--- src/rtl/sdram_arbiter.sv ---
// sdram_arbiter: slot sequencer sharing one 8-bit SDRAM controller between a video read port and a CPU port
//   i_clk, i_reset_n        : controller clock, asynchronous active-low reset
//   o_ready                 : high once the power-up refresh sequence has finished
//   i_vid_req/addr          : video read request (level, held until o_vid_ack)
//   o_vid_ack/o_vid_dout    : one-cycle ack with read data valid in the same cycle
//   i_cpu_req/we/addr/din   : CPU read/write request (level, held until o_cpu_ack)
//   o_cpu_ack/o_cpu_dout    : one-cycle ack at slot end, read data on reads only
//   o_sd_*/i_sd_dout        : controller init, address, data and ce/we/refresh strobes
module sdram_arbiter #(
    parameter int SLOT_LEN         = 8,
    parameter int DATA_SLOT        = 7,
    parameter int REFRESH_INTERVAL = 500,
    parameter int INIT_SLOTS       = 32
) (
    input  logic        i_clk,
    input  logic        i_reset_n,
    output logic        o_ready,
    input  logic        i_vid_req,
    input  logic [24:0] i_vid_addr,
    output logic        o_vid_ack,
    output logic [7:0]  o_vid_dout,
    input  logic        i_cpu_req,
    input  logic        i_cpu_we,
    input  logic [24:0] i_cpu_addr,
    input  logic [7:0]  i_cpu_din,
    output logic        o_cpu_ack,
    output logic [7:0]  o_cpu_dout,
    output logic        o_sd_init,
    output logic [24:0] o_sd_addr,
    output logic [7:0]  o_sd_din,
    input  logic [7:0]  i_sd_dout,
    output logic        o_sd_ce,
    output logic        o_sd_we,
    output logic        o_sd_refresh
);
    localparam int SW = $clog2(SLOT_LEN);
    localparam int RW = $clog2(REFRESH_INTERVAL);
    localparam int IW = $clog2(INIT_SLOTS + 1);
    localparam logic [SW-1:0] S_LAST = SW'(SLOT_LEN - 1);
    localparam logic [SW-1:0] S_OFF  = SW'(SLOT_LEN - 2);
    localparam logic [SW-1:0] S_DATA = SW'(DATA_SLOT);
    localparam logic [RW-1:0] R_LAST = RW'(REFRESH_INTERVAL - 1);
    localparam logic [0:0] ST_INIT = 1'b0;
    localparam logic [0:0] ST_RUN  = 1'b1;
    localparam logic [1:0] OW_IDLE = 2'd0;
    localparam logic [1:0] OW_REF  = 2'd1;
    localparam logic [1:0] OW_VID  = 2'd2;
    localparam logic [1:0] OW_CPU  = 2'd3;

    logic [0:0]    r_state;
    logic [SW-1:0] r_slot;
    logic [RW-1:0] r_ref_cnt;
    logic          r_ref_pend;
    logic [IW-1:0] r_init_cnt;
    logic [1:0]    r_vid_run;
    logic [1:0]    r_owner;
    logic          r_sd_init;
    logic          r_ready;
    logic          r_sd_ce;
    logic          r_sd_we;
    logic          r_sd_refresh;
    logic [24:0]   r_sd_addr;
    logic [7:0]    r_sd_din;
    logic          r_vid_ack;
    logic          r_cpu_ack;
    logic [7:0]    r_vid_dout;
    logic [7:0]    r_cpu_dout;

    logic [SW-1:0] w_slot_nxt;
    logic          w_start;
    logic          w_run;
    logic          w_expire;
    logic          w_starve;
    logic          w_ref_take;
    logic [1:0]    w_grant;

    // Registered outputs are updated on the edge that enters slot cycle s, so
    // "at s" decisions are made from w_slot_nxt. The clock after reset release
    // holds the counter at 0 so the first init slot starts cleanly.
    always_comb begin
        w_slot_nxt = (r_sd_init || r_slot == S_LAST) ? '0 : r_slot + 1'b1;
        w_start    = w_slot_nxt == '0;
        w_run      = r_state == ST_RUN;
        w_expire   = w_run && r_ref_cnt == R_LAST;
        // Video has had two slots in a row while the CPU waited: let the CPU in.
        w_starve   = r_vid_run == 2'd2 && i_cpu_req;
        w_grant    = (!w_run || r_ref_pend) ? OW_REF :
                     (i_vid_req && !w_starve) ? OW_VID :
                     i_cpu_req ? OW_CPU : OW_IDLE;
        w_ref_take = w_start && w_run && r_ref_pend;
    end

    always_ff @(posedge i_clk or negedge i_reset_n) begin
        if (!i_reset_n) begin
            r_state      <= ST_INIT;
            r_slot       <= '0;
            r_ref_cnt    <= '0;
            r_ref_pend   <= 1'b0;
            r_init_cnt   <= IW'(INIT_SLOTS);
            r_vid_run    <= 2'd0;
            r_owner      <= OW_IDLE;
            r_sd_init    <= 1'b1;
            r_ready      <= 1'b0;
            r_sd_ce      <= 1'b0;
            r_sd_we      <= 1'b0;
            r_sd_refresh <= 1'b0;
            r_sd_addr    <= '0;
            r_sd_din     <= '0;
            r_vid_ack    <= 1'b0;
            r_cpu_ack    <= 1'b0;
            r_vid_dout   <= '0;
            r_cpu_dout   <= '0;
        end else begin
            r_sd_init  <= 1'b0;
            r_slot     <= w_slot_nxt;
            // A new expiry wins over a same-cycle refresh grant; a second
            // expiry while pending simply leaves the flag set.
            r_ref_pend <= w_expire | (r_ref_pend & ~w_ref_take);
            if (w_run)
                r_ref_cnt <= w_expire ? '0 : r_ref_cnt + 1'b1;
            if (!w_run && w_slot_nxt == S_LAST) begin
                r_init_cnt <= r_init_cnt - 1'b1;
                if (r_init_cnt == IW'(1)) begin
                    r_state <= ST_RUN;
                    r_ready <= 1'b1;
                end
            end
            if (w_start) begin
                r_owner      <= w_grant;
                r_sd_ce      <= w_grant == OW_VID || w_grant == OW_CPU;
                r_sd_refresh <= w_grant == OW_REF;
                r_sd_we      <= w_grant == OW_CPU && i_cpu_we;
                if (w_grant == OW_VID) begin
                    r_sd_addr <= i_vid_addr;
                    r_vid_run <= i_cpu_req ? r_vid_run + 1'b1 : 2'd0;
                end
                if (w_grant == OW_CPU) begin
                    r_sd_addr <= i_cpu_addr;
                    r_sd_din  <= i_cpu_din;
                    r_vid_run <= 2'd0;
                end
            end else if (w_slot_nxt == S_OFF) begin
                r_sd_ce      <= 1'b0;
                r_sd_refresh <= 1'b0;
            end
            if (w_slot_nxt == S_DATA && r_owner == OW_VID)
                r_vid_dout <= i_sd_dout;
            if (w_slot_nxt == S_DATA && r_owner == OW_CPU && !r_sd_we)
                r_cpu_dout <= i_sd_dout;
            r_vid_ack <= w_slot_nxt == S_LAST && r_owner == OW_VID;
            r_cpu_ack <= w_slot_nxt == S_LAST && r_owner == OW_CPU;
        end
    end

    assign o_ready      = r_ready;
    assign o_sd_init    = r_sd_init;
    assign o_sd_ce      = r_sd_ce;
    assign o_sd_we      = r_sd_we;
    assign o_sd_refresh = r_sd_refresh;
    assign o_sd_addr    = r_sd_addr;
    assign o_sd_din     = r_sd_din;
    assign o_vid_ack    = r_vid_ack;
    assign o_cpu_ack    = r_cpu_ack;
    assign o_vid_dout   = r_vid_dout;
    assign o_cpu_dout   = r_cpu_dout;
endmodule

--- config.mk ---
export PLATFORM = sky130hd
export DESIGN_NAME = sdram_arbiter
export DESIGN_NICKNAME = d
export VERILOG_FILES = /design/src/rtl/sdram_arbiter.sv
export SDC_FILE = /design/constraint.sdc
export NUM_CORES = 1
export LEC_CHECK = 0
export ABC_AREA = 1
export CAP_MARGIN = 30
export CORE_ASPECT_RATIO = 0.5
export CORE_MARGIN = 2
export CORE_UTILIZATION = 41
export CTS_CLUSTER_DIAMETER = 120
export DETAILED_ROUTE_END_ITERATION = 7
export GPL_ROUTABILITY_DRIVEN = 0
export PLACE_DENSITY_LB_ADDON = 0.1
export SKIP_CTS_REPAIR_TIMING = 1
export SLEW_MARGIN = 15
export SYNTH_ARGS = -nofsm -noshare
export SYNTH_HDL_FRONTEND = slang
export SYNTH_SLANG_ARGS = --single-unit
--- constraint.sdc ---
create_clock -name i_clk -period 1.8 [get_ports i_clk]
set_input_delay 0.18 -clock i_clk [delete_from_list [all_inputs] [get_ports i_clk]]
set_output_delay 0.18 -clock i_clk [all_outputs]
set_load 0.02 [all_outputs]
==> reports/metrics.cfg <==
[worst_setup_path]
critical_path.endpoint_type = register
path_class = register to register
critical_path.cell_chain = ha_1, ha_2, nand2_1, nor2_4, nand3_1, buf_6, nand2_1, o21ai_0
critical-path-slowest-cell = sky130_fd_sc_hd__dfrtp_1
max_stage_delay_ps = 380
crit_top_cell = sky130_fd_sc_hd__nand2_1
critical_path.top_delay_family = adder cells
critPathBufInv = 1
timing.critical_path.fanout_max = 17
required_ps = 2000
critPathLaunchType = register
crit_arrival_ps = 1900

[drt]
detail-route-antenna-nets = 0
dr_total_vias = 3278
wl_mm = 8.49
route.detailed.drc = 0
initialDrtViolationCount = 153
drt_pre_antenna_iters = 4
route.detailed.wl_per_inst_um = 11.7
average_vias_per_placed_instance = 4.53

[sta]
finalCritPeriodShare_pct = 94.7
final.setup.worst_slack_ps = 96.2
drv_slew = 0
finalWorstPathRequiredPeriod_ps = 1700
timing.setup.tns_ps = 0
max_clock_freq_ghz = 0.587
final-hold-violation-count = 0
setup_violations = 0
rsz_0062_raised_after_global_routing = true
final.setup_skew_ps = 5.35
smallest_hold_slack_ps = 292

[power]
cellLeakagePower_nw = 2.82
vdd_ir_drop_max_uv = 585
power_density_nw_per_um2 = 1190
p_total_mw = 6.52

[global_route]
grt_start_max_net_pins = 44
first_global_vias = 3151
grtUsageTotal_pct = 18.5
number_of_antenna_violations_at_the_first_check_in_global_routing = 0
total_overflow_reported_by_the_global_router = 0
grt_first_pass_wirelength_mm = 14.0

[floorplan]
coreArea_um2 = 8710
start_util_pct = 42.1
io_pins = 127
die_extent_in_y_um = 70.9
placementRows = 24
dieArea_um2 = 9770
dieWidth_um = 138

[cts]
clock_tree.htree_level_count = 3
worst_skew_pair.late_latency_ps = 330
cts_tree = yes
number_of_clock_buffers_inserted_by_tritoncts = 9
cts-root-to-sink-buffers = 2
cts.sink_count = 79
cts.reportedPaths.clkPinSlew_ps = 60
cts-root-buf = sky130_fd_sc_hd__clkbuf_16

[place]
numPlacedInstances = 705
detailedPlace.worstSlack_ps = 10.4
buffer_ports.inserted = 126
detailed_place_hpwl_mm = 6.22
placement.cell_area_um2 = 5160

[synth]
mappedNetlistArea_um2 = 3670
postSynthAreaPerCell_um2 = 7.94
synth.ff_latch_count = 79
synth_flop_cell = sky130_fd_sc_hd__dfrtp_1
gate_count_after_technology_mapping = 462
synth.top_cell.area_share_pct = 52.5
asyncSetResetFlopFracSynth_pct = 100
yosysWarningCount = 0
yosys.area.top_type = sky130_fd_sc_hd__dfrtp_1
number_of_flops_mapped_to_enable_cells_by_yosys = 0
post_synth_main_area_contributors = sky130_fd_sc_hd__dfrtp_1, sky130_fd_sc_hd__nand2_1, sky130_fd_sc_hd__o21ai_0
synth.lib_cells_used.distinct = 26
syn_nets = 539
synth_seq_area_share_pct = 53.9

[final_layout]
most-common-layout-cells = sky130_fd_sc_hd__nand2_1, sky130_fd_sc_hd__clkdlybuf4s50_1, sky130_fd_sc_hd__dfrtp_1
fin_nets = 678
antenna-diode-count = 0
finish.utilization_pct = 63.1
final_common_cell = sky130_fd_sc_hd__nand2_1
layoutNonFillerInstCount = 723
layout-area-overhead-vs-synth_pct = 49.8
final_layout_size_suffix_gt1_share_pct = 7.43
design_area_um2 = 5500

[hold_path]
hold_path_class = input pin to async pin

[flow_run]
max_capacitance_violation_count = 0

[run_status]
status = completed

-- Yosys cell counts, types with 2 or more instances --
cell type	number
sky130_fd_sc_hd__nand2_1	189
sky130_fd_sc_hd__dfrtp_1	77
sky130_fd_sc_hd__o21ai_0	59
sky130_fd_sc_hd__inv_1	58
sky130_fd_sc_hd__nor2_1	20
sky130_fd_sc_hd__nand3_1	15
sky130_fd_sc_hd__clkbuf_1	7
sky130_fd_sc_hd__ha_1	6
sky130_fd_sc_hd__buf_2	5
sky130_fd_sc_hd__nand4_1	3
sky130_fd_sc_hd__xnor2_1	3
sky130_fd_sc_hd__buf_6	2
sky130_fd_sc_hd__dfstp_2	2
sky130_fd_sc_hd__inv_2	2
sky130_fd_sc_hd__nor2_4	2
sky130_fd_sc_hd__xor2_1	2
-- area by class of cell --
class                   instances  area (µm²)
clock buffers                  13         250
clock inverters                 3        42.5
fillers                       815        3210
inverters                      60         225
multi-input cells             309        1420
flip-flops and latches         79        1980
well taps                     117         146
repair buffers                142        1440
-- power breakdown --
part / switching [mW] / leakage [nW] / internal [mW]
clock network: 0.669 / 0.140 / 1.11
logic: 1.19 / 1.71 / 1.08
registers: 0.267 / 0.974 / 2.21
-- logic make-up (layout without fill, tap and decap cells) --
| family | after synthesis | in the layout | share of synthesized area (%) |
|---|---|---|---|
| compound gates | 62 | 62 | 8.56 |
| xor+xnor | 5 | 5 | 1.19 |
| flops | 79 | 79 | 53.9 |
| other cells | 1 | 1 | 0.102 |
| buf+inv | 74 | 218 | 8.15 |
| fa+ha+maj | 6 | 6 | 2.05 |
| simple gates | 235 | 235 | 26.0 |
-- sequential cells by signal (all words and copies together) (netlist names), 2 cells and up --
signal	count
r_owner	2
o_cpu_dout	8
o_sd_addr	25
o_vid_dout	8
r_slot	3
o_sd_din	8
r_ref_cnt	9
r_init_cnt	6
r_vid_run	2
-- worst reg2reg max path, cell delays in order, from the launching register on --
cell                      delay [ps]
sky130_fd_sc_hd__dfrtp_1         380
sky130_fd_sc_hd__ha_1            220
sky130_fd_sc_hd__ha_2            330
sky130_fd_sc_hd__nand2_1          80
sky130_fd_sc_hd__nor2_4          140
sky130_fd_sc_hd__nand3_1         120
sky130_fd_sc_hd__buf_6           170
sky130_fd_sc_hd__nand2_1          60
sky130_fd_sc_hd__o21ai_0          80
-- final timing paths --
kind,startpoint,endpoint,slack (ps),cells after the start
min reg2reg,o_sd_addr[20],o_sd_addr[20],470,2
max in group asynchronous,i_reset_n,r_init_cnt[5],930,3
min,i_reset_n,o_sd_addr[3],290,2
min in group i_clk,i_cpu_din[3],o_sd_din[3],380,3
max reg2reg,r_slot[0],o_vid_dout[2],100,8
max,r_slot[0],o_vid_dout[2],100,8
-- per-layer routing --
layer,vias up,track usage (%),wire length (µm)
li1,1697,-,-
met1,1506,22.9,3800
met2,68,30.0,4030
met3,7,7.46,576
met4,0,6.01,77
met5,-,0,0
No activity file was read; power rests on OpenSTA's default activity.
